## config.mk

```make
export PLATFORM = sky130hd
export DESIGN_NAME = dmem_arbiter_flat
export DESIGN_NICKNAME = d
export VERILOG_FILES = /design/src/rtl/dmem_arbiter_if.sv /design/src/rtl/dmem_arbiter.sv /design/src/flat_wrapper.sv
export SDC_FILE = /design/constraint.sdc
export NUM_CORES = 1
export LEC_CHECK = 0
export ABC_CLOCK_PERIOD_IN_PS = 2900
export BUFFER_PORTS_ARGS = -buffer_cell sky130_fd_sc_hd__buf_2
export CAP_MARGIN = 0
export CORE_MARGIN = 4
export CORE_UTILIZATION = 40
export DETAILED_ROUTE_END_ITERATION = 7
export PLACE_DENSITY = 0.68
export SETUP_SLACK_MARGIN = 0.5
export SYNTH_ARGS = -nofsm -noshare
export SYNTH_HDL_FRONTEND = slang
export SYNTH_SLANG_ARGS = --single-unit
```

## constraint.sdc

```tcl
create_clock -name clk_i -period 2.9 [get_ports clk_i]
set_input_delay 0.87 -clock clk_i [delete_from_list [all_inputs] [get_ports clk_i]]
set_output_delay 0.87 -clock clk_i [all_outputs]
set_load 0.05 [all_outputs]
```

## src/rtl/dmem_arbiter_if.sv

```systemverilog
// dmem_arbiter_if: bundle of the requester and memory-side signals of the
// data-memory arbiter.
//   cpu_* / dbg_*  : request, write enable, address, write data in;
//                    completion pulse and registered read data out
//   mem_*          : single-cycle memory strobe, write enable, address,
//                    write data out; read data back from the memory
//   busy_o         : arbiter is not idle
// Modports: slave  = arbiter side
//           master = requesters plus memory (the environment)
interface dmem_arbiter_if #(
  parameter int DATA_W = 32
);
  logic              cpu_req_i;
  logic              dbg_req_i;
  logic              cpu_we_i;
  logic              dbg_we_i;
  logic [DATA_W-1:0] cpu_addr_i;
  logic [DATA_W-1:0] dbg_addr_i;
  logic [DATA_W-1:0] cpu_wdata_i;
  logic [DATA_W-1:0] dbg_wdata_i;
  logic              cpu_done_o;
  logic              dbg_done_o;
  logic [DATA_W-1:0] cpu_rdata_o;
  logic [DATA_W-1:0] dbg_rdata_o;
  logic              mem_en_o;
  logic              mem_we_o;
  logic [DATA_W-1:0] mem_addr_o;
  logic [DATA_W-1:0] mem_wdata_o;
  logic [DATA_W-1:0] mem_rdata_i;
  logic              busy_o;

  modport slave (
    input  cpu_req_i, dbg_req_i, cpu_we_i, dbg_we_i,
    input  cpu_addr_i, dbg_addr_i, cpu_wdata_i, dbg_wdata_i,
    output cpu_done_o, dbg_done_o, cpu_rdata_o, dbg_rdata_o,
    output mem_en_o, mem_we_o, mem_addr_o, mem_wdata_o,
    input  mem_rdata_i,
    output busy_o
  );

  modport master (
    output cpu_req_i, dbg_req_i, cpu_we_i, dbg_we_i,
    output cpu_addr_i, dbg_addr_i, cpu_wdata_i, dbg_wdata_i,
    input  cpu_done_o, dbg_done_o, cpu_rdata_o, dbg_rdata_o,
    input  mem_en_o, mem_we_o, mem_addr_o, mem_wdata_o,
    output mem_rdata_i,
    input  busy_o
  );
endinterface

```

## src/rtl/dmem_arbiter.sv

```systemverilog
// dmem_arbiter: shares one data memory between the CPU and a debug-dump port.
// One transaction at a time: IDLE -> ACCESS -> WAIT (MEM_LAT cycles) -> DONE.
// Ties are resolved round-robin; the CPU wins the first tie after reset.
// Ports:
//   clk_i  : clock, all state on rising edge
//   rst_i  : asynchronous active-low reset
//   bus    : dmem_arbiter_if.slave (requester and memory signals)
// Parameters:
//   DATA_W  : data/address width
//   MEM_LAT : memory read latency in cycles after the strobe (1..7)
module dmem_arbiter #(
  parameter int DATA_W  = 32,
  parameter int MEM_LAT = 1
) (
  input  logic           clk_i,
  input  logic           rst_i,
  dmem_arbiter_if.slave  bus
);

  typedef enum logic [1:0] {
    IDLE,
    ACCESS,
    WAIT,
    DONE
  } state_t;

  state_t            state;
  state_t            state_nxt;

  logic              any_req;
  logic              grant_dbg;
  logic              owner_dbg;
  logic              last_dbg;
  logic              lat_we;
  logic [DATA_W-1:0] lat_addr;
  logic [DATA_W-1:0] lat_wdata;
  logic [DATA_W-1:0] cpu_rdata;
  logic [DATA_W-1:0] dbg_rdata;
  logic [2:0]        cnt;

  assign any_req = bus.cpu_req_i | bus.dbg_req_i;

  // Debug wins only when it is alone, or on a tie when the CPU was served last.
  assign grant_dbg = bus.dbg_req_i & (~bus.cpu_req_i | ~last_dbg);

  always_ff @(posedge clk_i or negedge rst_i) begin
    if (!rst_i) begin
      state <= IDLE;
    end else begin
      state <= state_nxt;
    end
  end

  always_comb begin
    state_nxt = state;
    case (state)
      IDLE:    if (any_req) state_nxt = ACCESS;
      ACCESS:  state_nxt = WAIT;
      WAIT:    if (cnt == 3'd1) state_nxt = DONE;
      DONE:    state_nxt = IDLE;
      default: state_nxt = IDLE;
    endcase
  end

  always_ff @(posedge clk_i or negedge rst_i) begin
    if (!rst_i) begin
      owner_dbg <= 1'b0;
      last_dbg  <= 1'b1;
      lat_we    <= 1'b0;
      lat_addr  <= '0;
      lat_wdata <= '0;
      cpu_rdata <= '0;
      dbg_rdata <= '0;
      cnt       <= '0;
    end else begin
      case (state)
        IDLE: begin
          if (any_req) begin
            owner_dbg <= grant_dbg;
            lat_we    <= grant_dbg ? bus.dbg_we_i    : bus.cpu_we_i;
            lat_addr  <= grant_dbg ? bus.dbg_addr_i  : bus.cpu_addr_i;
            lat_wdata <= grant_dbg ? bus.dbg_wdata_i : bus.cpu_wdata_i;
          end
        end
        ACCESS: begin
          cnt <= 3'(MEM_LAT);
        end
        WAIT: begin
          cnt <= cnt - 3'd1;
          // Read data is valid during the last WAIT cycle only.
          if (cnt == 3'd1 && !lat_we) begin
            if (owner_dbg) begin
              dbg_rdata <= bus.mem_rdata_i;
            end else begin
              cpu_rdata <= bus.mem_rdata_i;
            end
          end
        end
        DONE: begin
          last_dbg <= owner_dbg;
        end
        default: ;
      endcase
    end
  end

  // Memory-side outputs are gated by ACCESS so they read as zero elsewhere,
  // including immediately on reset.
  assign bus.mem_en_o    = (state == ACCESS);
  assign bus.mem_we_o    = (state == ACCESS) & lat_we;
  assign bus.mem_addr_o  = (state == ACCESS) ? lat_addr  : '0;
  assign bus.mem_wdata_o = (state == ACCESS) ? lat_wdata : '0;

  assign bus.cpu_done_o  = (state == DONE) & ~owner_dbg;
  assign bus.dbg_done_o  = (state == DONE) &  owner_dbg;
  assign bus.cpu_rdata_o = cpu_rdata;
  assign bus.dbg_rdata_o = dbg_rdata;
  assign bus.busy_o      = (state != IDLE);

endmodule
```

## src/flat_wrapper.sv

```systemverilog
// flat-port wrapper written by rule: the top's interface ports become plain ports
module dmem_arbiter_flat 
#(
  parameter int DATA_W  = 32,
  parameter int MEM_LAT = 1
)
  (clk_i, rst_i, bus_cpu_req_i, bus_dbg_req_i, bus_cpu_we_i, bus_dbg_we_i, bus_cpu_addr_i, bus_dbg_addr_i, bus_cpu_wdata_i, bus_dbg_wdata_i, bus_cpu_done_o, bus_dbg_done_o, bus_cpu_rdata_o, bus_dbg_rdata_o, bus_mem_en_o, bus_mem_we_o, bus_mem_addr_o, bus_mem_wdata_o, bus_mem_rdata_i, bus_busy_o);
  dmem_arbiter_if #(.DATA_W(DATA_W)) bus_i ();
  input  logic clk_i;
  input  logic rst_i;
  input wire logic [$bits(bus_i.cpu_req_i)-1:0] bus_cpu_req_i;
  input wire logic [$bits(bus_i.dbg_req_i)-1:0] bus_dbg_req_i;
  input wire logic [$bits(bus_i.cpu_we_i)-1:0] bus_cpu_we_i;
  input wire logic [$bits(bus_i.dbg_we_i)-1:0] bus_dbg_we_i;
  input wire logic [$bits(bus_i.cpu_addr_i)-1:0] bus_cpu_addr_i;
  input wire logic [$bits(bus_i.dbg_addr_i)-1:0] bus_dbg_addr_i;
  input wire logic [$bits(bus_i.cpu_wdata_i)-1:0] bus_cpu_wdata_i;
  input wire logic [$bits(bus_i.dbg_wdata_i)-1:0] bus_dbg_wdata_i;
  output wire logic [$bits(bus_i.cpu_done_o)-1:0] bus_cpu_done_o;
  output wire logic [$bits(bus_i.dbg_done_o)-1:0] bus_dbg_done_o;
  output wire logic [$bits(bus_i.cpu_rdata_o)-1:0] bus_cpu_rdata_o;
  output wire logic [$bits(bus_i.dbg_rdata_o)-1:0] bus_dbg_rdata_o;
  output wire logic [$bits(bus_i.mem_en_o)-1:0] bus_mem_en_o;
  output wire logic [$bits(bus_i.mem_we_o)-1:0] bus_mem_we_o;
  output wire logic [$bits(bus_i.mem_addr_o)-1:0] bus_mem_addr_o;
  output wire logic [$bits(bus_i.mem_wdata_o)-1:0] bus_mem_wdata_o;
  input wire logic [$bits(bus_i.mem_rdata_i)-1:0] bus_mem_rdata_i;
  output wire logic [$bits(bus_i.busy_o)-1:0] bus_busy_o;
  assign bus_i.cpu_req_i = bus_cpu_req_i;
  assign bus_i.dbg_req_i = bus_dbg_req_i;
  assign bus_i.cpu_we_i = bus_cpu_we_i;
  assign bus_i.dbg_we_i = bus_dbg_we_i;
  assign bus_i.cpu_addr_i = bus_cpu_addr_i;
  assign bus_i.dbg_addr_i = bus_dbg_addr_i;
  assign bus_i.cpu_wdata_i = bus_cpu_wdata_i;
  assign bus_i.dbg_wdata_i = bus_dbg_wdata_i;
  assign bus_cpu_done_o = bus_i.cpu_done_o;
  assign bus_dbg_done_o = bus_i.dbg_done_o;
  assign bus_cpu_rdata_o = bus_i.cpu_rdata_o;
  assign bus_dbg_rdata_o = bus_i.dbg_rdata_o;
  assign bus_mem_en_o = bus_i.mem_en_o;
  assign bus_mem_we_o = bus_i.mem_we_o;
  assign bus_mem_addr_o = bus_i.mem_addr_o;
  assign bus_mem_wdata_o = bus_i.mem_wdata_o;
  assign bus_i.mem_rdata_i = bus_mem_rdata_i;
  assign bus_busy_o = bus_i.busy_o;
  dmem_arbiter #(.DATA_W(DATA_W), .MEM_LAT(MEM_LAT)) u_core (.clk_i(clk_i), .rst_i(rst_i), .bus(bus_i));
endmodule
```

==> results by group <==
Synth
  • Commonest cells in the netlist: 135 x dfrtp_1, 131 x nand2_1, 66 x and2_1, 66 x nor2_1, 65 x a31oi_1
  • Cell with the most instances after synthesis: dfrtp_1
  • Net count of the mapped netlist: 777
  • Leading register cell type out of synthesis: dfrtp_1
  • Mapped cell area: 6311 sq um
  • Most area-hungry cell type in the Yosys netlist: dfrtp_1
  • Cells taking the most area after synthesis: dfrtp_1 54%, nand2_1 7.8%, mux2_4 7.1%, and2_1 6.5%, a31oi_1 6.4%
  • Post-synthesis instance total: around 600
  • Fraction of registers with async set/reset: 1.000
  • Number of enable-type register cells in the synthesized netlist: 0
  • Area share of the largest cell type after synthesis: 0.5353
  • Post-synthesis area per instance: between 10 and 15 sq um
  • Warnings from Yosys: 0
  • Count of cell types in the netlist: 32
  • Post-synthesis sequential element count: 136
  • Post-synthesis sequential area ratio: 0.5395

Die
  • CORE AREA: 15310 sq um
  • Die outline width: between 100 and 150 um
  • Cell row count: 45
  • Initial standard-cell utilization of the core: 0.4121
  • Height of the chip: 133.6 um
  • DIE AREA: approximately 18000 sq um
  • IO Pins: 299

Clock network
  • Clock slew seen by the registers of the worst setup and hold paths: 60 ps
  • TritonCTS clock tree: yes
  • Insertion delay to the later sink of the worst-skew pair: 410 ps
  • Post-cts hold buffer count: 0
  • H-tree depth: 4
  • Longest Clk Path Bufs: 2
  • Total clock buffers created by CTS: 17
  • Number of sinks handled by clock tree synthesis: about 140
  • CTS Root Buffer Type: clkbuf_16

Routing
  • Starting DRC count in detailed routing: 179
  • Sum of routed wire length over all layers: around 18000 um
  • Mean routed wirelength per cell: 16.04 um
  • DR pass1 iterations: 4
  • Antenna Nets Post-Route: 0
  • Total via count after detailed routing: roughly 5400
  • Mean number of vias per cell: between 4 and 5
  • DRC violations left: 0

Timing
  • Transition time of the tightest slew-check pin: between 500 and 600 ps
  • Worst hold margin: ~430 ps
  • Part of the cycle the worst path needs: 0.8509
  • Final Hold Viols: 0
  • Clock skew: 8.519 ps
  • Fin. max-slew vios: 0
  • Achievable clock frequency: just over 0.4 GHz
  • Accumulated negative setup slack: 0 ps
  • Worst slew margin relative to its limit: 0.6493
  • RSZ-0062 raised after global routing: true
  • Final Critical Period: roughly 2500 ps
  • Setup violation total in the final timing report: 0

Worst setup path
  • Nature of the critical path endpoint: primary output
  • Crit path DAT: 1600 ps
  • R2R setup slack: slightly below 700 ps
  • Crit Path Class: reg2out
  • Launching element of the worst setup path: u_core.state[1]
  • Startpoint type of the worst setup path: flop
  • Count of cells along the worst register-to-register path: 6
  • Worst reg2reg endpoint: u_core.bus.dbg_rdata_o[16]
  • Critical Path Fanout Max: 21
  • WP data required: a little over 2000 ps
  • Startpoint of the worst register-to-register path: u_core.state[0]
  • Termination of the worst setup path: bus_mem_addr_o[1]

Place
  • Placed standard-cell area: just over 8000 sq um
  • Number of I/O port buffers: 298
  • Cell count after placement: ~1100
  • Final weighted congestion of routability-driven global placement: 0.8326
  • Post-detail-place hpwl: between 10000 and 15000 um

GRT
  • Global-route wire length before repair: around 29000 um
  • Largest net degree at the start of global routing: 59
  • Gr usage total: 0.2011
  • Antenna violations before repair: 1
  • Aggregate global routing overflow: 0
  • Number of global-route vias before repair: 5417

Cells and area
  • Ratio of cells with drive above 1 in the final layout: 0.5193
  • Number of nets in the final layout: 1069
  • Count of inserted antenna diode cells: 0
  • Final cell count without fillers: around 1100
  • Signed area change from the synthesized netlist to the final layout: 44.69%
  • Cell area after layout: just over 9000 sq um
  • Core utilization of the finished layout: 0.5962

Power and ir drop
  • Highest ir drop seen on vdd: 0.6345 mV
  • Leakage: 4.564 nW
  • Power per cell area: ~1400 nW/um^2

Hold path
  • Type of the most critical hold path: in2async

Status
  • Run status: complete, no violations

Run
  • Max-cap check violation count: 0
==> placed cells by master (no fill, tap or decap), types with 16 or more instances in the layout <==
cell | synthesis | final
buf_6 | 1 | 67
nand2_1 | 131 | 131
and2_1 | 66 | 16
mux2_4 | 30 | 30
clkbuf_16 | 0 | 17
dfrtp_1 | 135 | 134
nor2_1 | 66 | 65
a31oi_1 | 65 | 65
buf_2 | 17 | 228
mux2_2 | 35 | 35
and2_2 | 0 | 50
==> cell families after synthesis <==
kind of cell    Yosys count  share of synthesized area
simple gates            270                     0.1909
flops                   136                     0.5395
compound gates           74                    0.07494
mux                      67                     0.1370
buf+inv                  50                    0.04381
fa+ha+maj                 7                    0.01388
==> worst min-delay path by stage <==
stage                               startpoint                          to  slack [ps]  depth (start not counted)
finish                                   rst_i   u_core.bus.cpu_rdata_o[6]         430                          1
global route                             rst_i   u_core.bus.dbg_rdata_o[8]         440                          1
CTS                                      rst_i   u_core.bus.cpu_rdata_o[0]         430                          1
detailed placement  u_core.bus.dbg_rdata_o[13]  u_core.bus.dbg_rdata_o[13]         490                          1
global placement     u_core.bus.dbg_rdata_o[1]   u_core.bus.dbg_rdata_o[1]         480                          1
floorplan                 u_core.lat_wdata[30]        u_core.lat_wdata[30]         510                          2
==> area by class of cell <==
type | instances | area [sq um]
Inverter | 7 | 26.28
Multi-Input combinational cell | 418 | 2731
Clock buffer | 19 | 432.9
Tap cell | 211 | 264.0
Fill cell | 1359 | 6183
Clock inverter | 13 | 122.6
Timing Repair Buffer | 316 | 2148
Sequential cell | 136 | 3406
==> layer usage <==
metal  vias to the layer above  track usage  part of all wire
met3                        21      0.06495             0.080
met1                      2558       0.2580              0.43
li1                       2603            -                 -
met2                       222       0.3273              0.47
met4                         2      0.05886             0.014
met5                         -            0            0.0011
==> critical path: stages, from the launching register on <==
cell     delay, ps
dfrtp_1        400
inv_2           90
ha_4           200
buf_12         170
and2_2         170
buf_6          150
==> registers in the layout, summed over array words and instances, names as in the netlist <==
register and cells:
u_core.bus.cpu_rdata_o 32, u_core.bus.dbg_rdata_o 32, u_core.cnt 3, u_core.last_dbg 1, u_core.lat_addr 32, u_core.lat_wdata 32
u_core.lat_we 1, u_core.owner_dbg 1, u_core.state 2
==> power by group <==
part / internal [mW] / total [mW] / switching, mW
registers: 2.87 / 3.40 / 0.533
clock network: 1.19 / 2.03 / 0.838
logic: 2.59 / 7.40 / 4.81
total: 6.64 / 12.8 / 6.19
==> metrics by stage <==
| stage | power [mW] | setup WS, ps |
|---|---|---|
| global route | 13.51 | 347.4 |
| floorplan | 8.560 | 493.8 |
| global placement | 10.09 | 691.1 |
| finish | 12.83 | 432.4 |
| CTS | 12.91 | 402.4 |
| detailed placement | 10.17 | 638.8 |
==> repair_timing <==
item / in CTS / in global routing
buffers inserted: 1 / 1
gates resized for setup: 139 / 3
setup endpoints to repair: 69 / 69
pin swaps: 0 / 0
gates cloned: 1 / 0
Note: power is estimated with default switching activity, not from simulation.
